===== src/rtl/hub_defs_pkg.sv =====
// Shared hub-bus definitions: request size codes, sys op codes and the
// request-side state encoding used by the per-cog hub requester.
package hub_defs;

   typedef enum logic [1:0] {
      SZ_BYTE = 2'b00,
      SZ_WORD = 2'b01,
      SZ_LONG = 2'b10,
      SZ_SYS  = 2'b11
   } hub_size_e;

   // Selected by the low three address bits when the size code is SZ_SYS
   typedef enum logic [2:0] {
      SYS_CLKSET  = 3'd0,
      SYS_COGID   = 3'd1,
      SYS_COGINIT = 3'd2,
      SYS_COGSTOP = 3'd3,
      SYS_LOCKNEW = 3'd4,
      SYS_LOCKRET = 3'd5,
      SYS_LOCKSET = 3'd6,
      SYS_LOCKCLR = 3'd7
   } hub_sys_e;

   typedef enum logic [1:0] {
      ST_IDLE = 2'd0,
      ST_WAIT = 2'd1,
      ST_CAPT = 2'd2
   } hub_state_e;

endpackage


===== src/rtl/cog_hub_req.sv =====
// Per-cog hub bus initiator: issues one op, holds it until the slot ack,
// then captures the hub's return data one hub stage later with a wait count.
module cog_hub_req
   import hub_defs::*;
#(
   parameter int LAT_W = 4
) (
   input  logic             clk_cog,
   input  logic             nres,
   input  logic             ena_bus,
   input  logic             cog_ena,
   input  logic             req_valid,
   output logic             req_ready,
   input  logic             req_r,
   input  logic             req_w,
   input  logic [1:0]       req_s,
   input  logic [15:0]      req_a,
   input  logic [31:0]      req_d,
   output logic             rsp_valid,
   output logic [31:0]      rsp_q,
   output logic             rsp_c,
   output logic [LAT_W-1:0] rsp_lat,
   output logic             bus_r,
   output logic             bus_e,
   output logic             bus_w,
   output logic [1:0]       bus_s,
   output logic [15:0]      bus_a,
   output logic [31:0]      bus_d,
   input  logic [31:0]      bus_q,
   input  logic             bus_c,
   input  logic             bus_ack
);

   hub_state_e       state_q, state_d;
   logic             bus_r_q, bus_r_d;
   logic             bus_e_q, bus_e_d;
   logic             bus_w_q, bus_w_d;
   logic [1:0]       bus_s_q, bus_s_d;
   logic [15:0]      bus_a_q, bus_a_d;
   logic [31:0]      bus_d_q, bus_d_d;
   logic [LAT_W-1:0] lat_q, lat_d;
   logic             rsp_valid_q, rsp_valid_d;
   logic [31:0]      rsp_q_q, rsp_q_d;
   logic             rsp_c_q, rsp_c_d;
   logic [LAT_W-1:0] rsp_lat_q, rsp_lat_d;

   function automatic logic [LAT_W-1:0] sat_inc(input logic [LAT_W-1:0] v);
      return (&v) ? v : v + LAT_W'(1);
   endfunction

   always_comb begin
      state_d     = state_q;
      bus_r_d     = bus_r_q;
      bus_e_d     = bus_e_q;
      bus_w_d     = bus_w_q;
      bus_s_d     = bus_s_q;
      bus_a_d     = bus_a_q;
      bus_d_d     = bus_d_q;
      lat_d       = lat_q;
      rsp_q_d     = rsp_q_q;
      rsp_c_d     = rsp_c_q;
      rsp_lat_d   = rsp_lat_q;
      rsp_valid_d = 1'b0;

      if (ena_bus) begin
         // A stopped cog abandons whatever the hub still has in flight
         if (!cog_ena) begin
            state_d = ST_IDLE;
            bus_e_d = 1'b0;
         end else begin
            unique case (state_q)
               ST_IDLE: begin
                  if (req_valid) begin
                     bus_r_d = req_r;
                     bus_w_d = req_w;
                     bus_s_d = req_s;
                     bus_a_d = req_a;
                     bus_d_d = req_d;
                     bus_e_d = 1'b1;
                     lat_d   = '0;
                     state_d = ST_WAIT;
                  end
               end
               ST_WAIT: begin
                  lat_d = sat_inc(lat_q);
                  if (bus_ack) begin
                     bus_e_d = 1'b0;
                     state_d = ST_CAPT;
                  end
               end
               ST_CAPT: begin
                  // Return data trails the ack by one hub stage
                  rsp_q_d     = bus_q;
                  rsp_c_d     = bus_c;
                  rsp_lat_d   = lat_q;
                  rsp_valid_d = 1'b1;
                  state_d     = ST_IDLE;
               end
               default: state_d = ST_IDLE;
            endcase
         end
      end
   end

   always_ff @(posedge clk_cog or negedge nres) begin
      if (!nres) begin
         state_q     <= ST_IDLE;
         bus_r_q     <= 1'b0;
         bus_e_q     <= 1'b0;
         bus_w_q     <= 1'b0;
         bus_s_q     <= 2'b00;
         bus_a_q     <= 16'h0000;
         bus_d_q     <= 32'h0000_0000;
         lat_q       <= '0;
         rsp_valid_q <= 1'b0;
         rsp_q_q     <= 32'h0000_0000;
         rsp_c_q     <= 1'b0;
         rsp_lat_q   <= '0;
      end else begin
         state_q     <= state_d;
         bus_r_q     <= bus_r_d;
         bus_e_q     <= bus_e_d;
         bus_w_q     <= bus_w_d;
         bus_s_q     <= bus_s_d;
         bus_a_q     <= bus_a_d;
         bus_d_q     <= bus_d_d;
         lat_q       <= lat_d;
         rsp_valid_q <= rsp_valid_d;
         rsp_q_q     <= rsp_q_d;
         rsp_c_q     <= rsp_c_d;
         rsp_lat_q   <= rsp_lat_d;
      end
   end

   assign req_ready = (state_q == ST_IDLE);
   assign rsp_valid = rsp_valid_q;
   assign rsp_q     = rsp_q_q;
   assign rsp_c     = rsp_c_q;
   assign rsp_lat   = rsp_lat_q;
   assign bus_r     = bus_r_q;
   assign bus_e     = bus_e_q;
   assign bus_w     = bus_w_q;
   assign bus_s     = bus_s_q;
   assign bus_a     = bus_a_q;
   assign bus_d     = bus_d_q;

endmodule


===== config.mk =====
export PLATFORM = sky130hd
export DESIGN_NAME = cog_hub_req
export DESIGN_NICKNAME = d
export VERILOG_FILES = /design/src/rtl/hub_defs_pkg.sv /design/src/rtl/cog_hub_req.sv
export SDC_FILE = /design/constraint.sdc
export NUM_CORES = 1
export LEC_CHECK = 0
export ABC_CLOCK_PERIOD_IN_PS = 1280
export BUFFER_PORTS_ARGS = -buffer_cell sky130_fd_sc_hd__buf_2
export CAP_MARGIN = 5
export CORE_MARGIN = 3
export CORE_UTILIZATION = 42
export DETAILED_ROUTE_END_ITERATION = 8
export GPL_TIMING_DRIVEN = 0
export MAX_ROUTING_LAYER = met4
export PLACE_DENSITY = 0.75
export SLEW_MARGIN = 15
export SYNTH_ARGS = -nofsm -noshare
export SYNTH_HDL_FRONTEND = slang
export SYNTH_SLANG_ARGS = --single-unit

===== constraint.sdc =====
create_clock -name clk_cog -period 1.28 [get_ports clk_cog]
set_input_delay 0.128 -clock clk_cog [delete_from_list [all_inputs] [get_ports clk_cog]]
set_output_delay 0.128 -clock clk_cog [all_outputs]
set_load 0.005 [all_outputs]

==> flow_metrics.py, run 1 <==
metrics = {
    "clock_tree": {
        "root_buffer": "clkbuf_8",
        "cts.sinks": 97,
        "cts_htree_levels": 3,
        "cts_tree": "yes",
        "cts_buffers": 9,
        "clk_latency_ns": 0.35,
        "clkTransAtPathRegs_ns": 0.09,
        "clockBufferDepth": 2,
    },
    "timing": {
        "worst_pin_slew_ns": 0.552,
        "setup_violations": 92,
        "fin_crit_ns": 1.47,
        "slew_viol_final": 0,
        "rsz0062_at_grt": "yes",
        "fmax_mhz": 681,
        "timing.final.crit_share_pct": 115,
        "hold_violations": 0,
        "slew_headroom_pct": 63.2,
        "fin_skew_ns": 0.0106,
        "setup_ws_ns": -0.187,
        "fin_setup_tns_ns": -12.93,
    },
    "drt": {
        "viasPerCell": 4.74,
        "wl_per_cell_um": 16.3,
        "first_pass_iters": 4,
        "drt-total-wl_um": 10500,
        "ant_nets": 0,
        "drtIter0Drc": 124,
        "drc": 0,
        "vias": 3047,
    },
    "placed_design": {
        "hpwl_um": 6700,
        "numPortBuffers": 181,
        "gp_congestion": 0.745,
        "dp_cells": 546,
    },
    "yosys": {
        "netlist_area_mm2": 0.00407,
        "yosys.area.top_type": "dfrtp_1",
        "synthCells": 235,
        "synth_mux_area_share_pct": 31.4,
        "syn_nets": 327,
        "synth-xor-area-share_pct": 0,
        "synthAdderAreaFrac_pct": 0.308,
        "yosysTopAreaCellShare_pct": 59.7,
        "ys_ff_latch": 97,
        "ys_seq_area_share_pct": 59.7,
        "synthTopCellsByArea": "dfrtp_1 (60%), mux2_4 (25%), mux2_2 (5.8%)",
        "yosys_warnings": 0,
        "synth-simple-area-share_pct": 3.35,
        "synth_top_family_by_area": "multiplexers",
        "synth_compound_area_share_pct": 2.15,
        "syn_avg_cell_area_um2": 17.3,
        "ys_types": 29,
    },
    "final_layout": {
        "fin_nets": 602,
        "fill_cells": 680,
        "layout-drive-gt1-share_pct": 62.3,
        "area_growth_pct": 54.5,
        "diodes": 0,
        "final_cells": 643,
        "finish.utilization_pct": 67.3,
    },
    "worst_setup_path": {
        "crit_required_ns": 1.50,
        "worstPathArrival_ns": 1.69,
        "worstSetupStartpointType": "flop",
        "cp-end-kind": "flop",
        "critPathMaxFanout": 10,
        "path_class": "flop to flop",
    },
    "die": {
        "die_y_um": 104,
        "core-area_mm2": 0.00933,
        "rows": 35,
        "dieWidth_um": 104,
        "die-area_mm2": 0.0109,
        "ioPinCount": 183,
        "start_util_pct": 43.6,
    },
    "flow_run": {
        "drv_cap": 0,
    },
    "power": {
        "power_density_mw_per_mm2": 1480,
        "ir_drop_v": 0.000698,
        "p_leak_nw": 3.40,
    },
    "status": {
        "outcome": "finished, violations left",
        "violations": "setup timing",
    },
    "grt": {
        "grt_pass1_wl_um": 17200,
        "grt_usage_pct": 20.1,
        "antenna_found_initial": 0,
        "grt_overflow_total": 0,
        "first_global_vias": 3407,
        "grt_max_degree": 58,
    },
    "hold_path": {
        "hold_path.class": "input pin to flop",
    },
}
[stage by stage]
step	hold WS, ns	power [W]	cell area, um^2	worst slack, ns
2_1_floorplan	-0.168	0.00585	4080	-0.129
3_3_place_gp	0.359	0.00705	5150	-0.818
3_5_place_dp	0.150	0.00718	5180	-0.284
4_1_cts	0.000829	0.00930	6220	-0.197
5_1_grt	0.000691	0.00982	6280	-0.243
6_report	0.0260	0.00927	6280	-0.187
[synthesized netlist by cell type (all sizes together)]
cell / n
a21oi: 1
nand2b: 1
mux2i: 2
ha: 1
o22a: 1
inv: 3
nand2: 1
nor2b: 1
or2: 1
nor2: 1
or3: 1
mux2: 89
o211ai: 5
o32ai: 1
nand3: 3
nor3b: 1
or4b: 1
buf: 12
a31oi: 2
nor4bb: 1
and3: 2
nand4: 3
o21ai: 3
nand3b: 1
dfrtp: 97
[state kept, by name, summed over array words and instances (netlist names)]
register / flops
bus_a: 16
bus_d: 32
bus_e: 1
bus_r: 1
bus_s: 2
bus_w: 1
lat_q: 4
rsp_c: 1
rsp_lat: 4
rsp_q: 32
rsp_valid: 1
state_q: 2
[what timing repair did]
item | 4_1_cts | 5_1_grt
gates cloned | 3 | 0
resized for setup | 20 | 3
hold buffers | 62 | 5
setup buffers | 14 | 1
pin swaps | 7 | 3
hold endpoints to repair | 101 | 5
setup endpoints to repair | 94 | 96
[kinds of logic after synthesis]
group	after synthesis
flip-flops	97
multiplexers	91
AND/OR/NAND/NOR	18
buffers and inverters	15
AO/OA/AOI/OAI	13
adder cells (fa/ha/maj)	1
[final timing paths]
path	depth (start not counted)	to	from	slack (ns)
max reg2reg	6	bus_d[22]$_DFFE_PN0P_	state_q[0]$_DFFE_PN0P_	-0.19
min in group asynchronous	2	rsp_q[18]$_DFFE_PN0P_	nres	0.32
min reg2reg	1	rsp_q[3]$_DFFE_PN0P_	rsp_q[3]$_DFFE_PN0P_	0.50
max in group asynchronous	3	bus_a[9]$_DFFE_PN0P_	nres	0.29
min	2	rsp_q[6]$_DFFE_PN0P_	bus_q[6]	0.03
max	6	bus_d[22]$_DFFE_PN0P_	state_q[0]$_DFFE_PN0P_	-0.19
[area by class of cell]
cell class | count | area, um^2 | share of cell area [%]
inverter | 3 | 11.3 | 0.179
sequential | 97 | 2430 | 38.7
clock inverter | 5 | 38.8 | 0.618
clock buffer | 10 | 138 | 2.19
tap | 129 | 161 | 2.57
buffer | 11 | 169 | 2.69
multi-input combinational | 123 | 1530 | 24.3
timing repair buffer | 265 | 1810 | 28.8
[placed cells by master (no fill, tap or decap), types with 5 or more instances in the layout]
master         instances
buf_12                 6
buf_2                181
buf_4                 11
buf_6                  5
clkbuf_8              10
dfrtp_1               97
dlygate4sd3_1         67
mux2_2                21
mux2_4                68
o211ai_1               5
[worst max-delay path, stage by stage (launching register included)]
cell and delay [ns]:
dfrtp_1 0.40, buf_6 0.13, nor2_4 0.10, nand4_4 0.10, buf_12 0.17, buf_12 0.15
mux2_4 0.30
[report_power, final]
| part | internal [W] | leakage (nW) | switching [W] | total, W |
|---|---|---|---|---|
| Clock | 0.000769 | 0.0895 | 0.00106 | 0.00183 |
| Sequential | 0.00394 | 1.21 | 0.000506 | 0.00445 |
| Combinational | 0.00196 | 2.10 | 0.00103 | 0.00299 |
| Total | 0.00667 | 3.40 | 0.00260 | 0.00927 |
[layer usage]
layer / wire [um] / GRT usage [%]
met2: 5610 / 34.9
met5: 0 / -
met1: 4170 / 23.0
met4: 257 / 8.07
met3: 465 / 3.72
Note: power is estimated with default switching activity, not from simulation.
==> run 2, diff against run 1 <==
CORE_UTILIZATION = 23   (was 42)
PLACE_DENSITY = unset   (was 0.75)
==> run 2 against run 1 <==
The run still ends with setup timing left. Critical endpoint is now bus_a[15]$_DFFE_PN0P_. Final cell count is 12% higher. Clock power is 48% higher. Worst setup slack worse by 0.0012 ns. First-iteration DRC count down 32%. Largest cell class unchanged.
==> flow_metrics.py, run 2 (same netlist as run 1, synthesis figures left out) <==
metrics = {
    "status": {
        "outcome": "finished, violations left",
        "violations": "setup timing",
    },
    "final_layout": {
        "finish.utilization_pct": 37.5,
        "area_growth_pct": 56.3,
        "layout_commonest_cell": "buf_2",
        "diodes": 0,
        "layout_common_cells": "buf_2 (180), dfrtp_1 (97), mux2_4 (70), dlygate4sd3_1 (47), mux2_2 (19)",
        "fin_nets": 585,
        "layout-drive-gt1-share_pct": 64.7,
        "fill_cells": 1641,
    },
    "timing": {
        "fin_crit_ns": 1.47,
        "slew_headroom_pct": 62.7,
        "setup_ws_ns": -0.189,
        "worst_pin_slew_ns": 0.559,
        "fin_setup_tns_ns": -14.11,
        "timing.final.crit_share_pct": 115,
        "fmax_mhz": 681,
        "hold_violations": 0,
        "rsz0062_at_grt": "yes",
        "holdWs_ns": 0.0168,
        "slew_viol_final": 0,
        "fin_skew_ns": 0.0103,
        "setup_violations": 95,
    },
    "worst_setup_path": {
        "worstPathArrival_ns": 1.69,
        "critPathMaxFanout": 10,
        "crit_required_ns": 1.51,
        "startpoint": "state_q[0]$_DFFE_PN0P_",
        "path_class": "flop to flop",
        "worstSetupStartpointType": "flop",
        "r2r-start": "state_q[0]$_DFFE_PN0P_",
        "cp-end-kind": "flop",
    },
    "placed_design": {
        "pre_cts_slack_ns": -0.332,
        "hpwl_um": 7350,
        "numPortBuffers": 181,
        "gp_congestion": 0.776,
    },
    "hold_path": {
        "hold_path.class": "input pin to flop",
        "hp-start": "bus_q[10]",
    },
    "drt": {
        "wl_per_cell_um": 14.7,
        "first_pass_iters": 5,
        "drc": 0,
        "viasPerCell": 4.05,
        "drtIter0Drc": 84,
        "vias": 2911,
        "ant_nets": 0,
        "drt-total-wl_um": 10500,
    },
    "die": {
        "ioPinCount": 183,
        "start_util_pct": 24.0,
        "core-area_mm2": 0.0169,
        "die_y_um": 139,
        "dieWidth_um": 139,
        "rows": 47,
        "die-area_mm2": 0.0193,
    },
    "power": {
        "p_leak_nw": 3.39,
        "ir_drop_v": 0.000550,
        "power_w": 0.0101,
        "power_density_mw_per_mm2": 1590,
    },
    "grt": {
        "grt_overflow_total": 0,
        "grt_usage_pct": 11.2,
        "grt_max_degree": 58,
        "grt_pass1_wl_um": 16900,
        "first_global_vias": 3168,
        "antenna_found_initial": 0,
    },
    "clock_tree": {
        "clk_latency_ns": 0.35,
        "clkTransAtPathRegs_ns": 0.07,
        "cts.sinks": 97,
        "cts_buffers": 9,
        "cts_tree": "yes",
        "root_buffer": "clkbuf_16",
        "clockBufferDepth": 2,
        "cts_htree_levels": 3,
    },
    "flow_run": {
        "drv_cap": 0,
    },
}
## run 2: worst max-delay path, stage by stage (launching register included)
cell and delay (ns):
dfrtp_1 0.40, buf_6 0.13, nor2_4 0.10, nand4_4 0.09, buf_12 0.17, buf_12 0.15, mux2_4 0.30
## run 2: layout make-up
cell class | instances | area, um^2 | share of cell area [%]
Buffer | 11 | 160 | 2.52
Clock buffer | 10 | 229 | 3.60
Clock inverter | 6 | 67.6 | 1.06
Inverter | 3 | 13.8 | 0.217
Multi-Input combinational cell | 123 | 1530 | 24.1
Sequential cell | 97 | 2430 | 38.2
Tap cell | 220 | 275 | 4.33
Timing Repair Buffer | 248 | 1650 | 26.0
## run 2: layer usage
layer / vias up / GRT usage [%] / wire length (um)
li1: 1359 / - / -
met3: 9 / 3.34 / 568
met4: 0 / 3.09 / 103
met5: - / - / 0
met1: 1451 / 12.7 / 4350
met2: 92 / 19.1 / 5530
## run 2: path summary, 6_finish.rpt
| check | slack, ns | to | cells past startpoint |
|---|---|---|---|
| max in group asynchronous | 0.29 | lat_q[0]$_DFFE_PN0P_ | 3 |
| min reg2reg | 0.50 | rsp_lat[1]$_DFFE_PN0P_ | 1 |
| max | -0.19 | bus_a[15]$_DFFE_PN0P_ | 6 |
| max reg2reg | -0.19 | bus_a[15]$_DFFE_PN0P_ | 6 |
| min in group asynchronous | 0.31 | bus_d[23]$_DFFE_PN0P_ | 2 |
| min | 0.02 | rsp_q[10]$_DFFE_PN0P_ | 2 |
## run 2: repair_timing
item	in CTS	in global routing
cloned	3	0
pin swaps	7	6
buffers inserted	17	2
hold buffers	46	1
gates resized for setup	23	7
hold endpoints to repair	85	1
setup endpoints to repair	95	96
## run 2: metrics by stage
step	cells	cell area, um^2
final	718	6350
after global routing	718	6350
after CTS	717	6330
after detailed placement	637	5290
after global placement	636	5260
after floorplan	235	4080
## run 2: power breakdown
| part | switching [W] | total, W | internal (W) | leakage (nW) |
|---|---|---|---|---|
| Sequential | 0.000484 | 0.00443 | 0.00395 | 1.21 |
| Clock | 0.00119 | 0.00271 | 0.00152 | 0.139 |
| Combinational | 0.00101 | 0.00297 | 0.00196 | 2.04 |
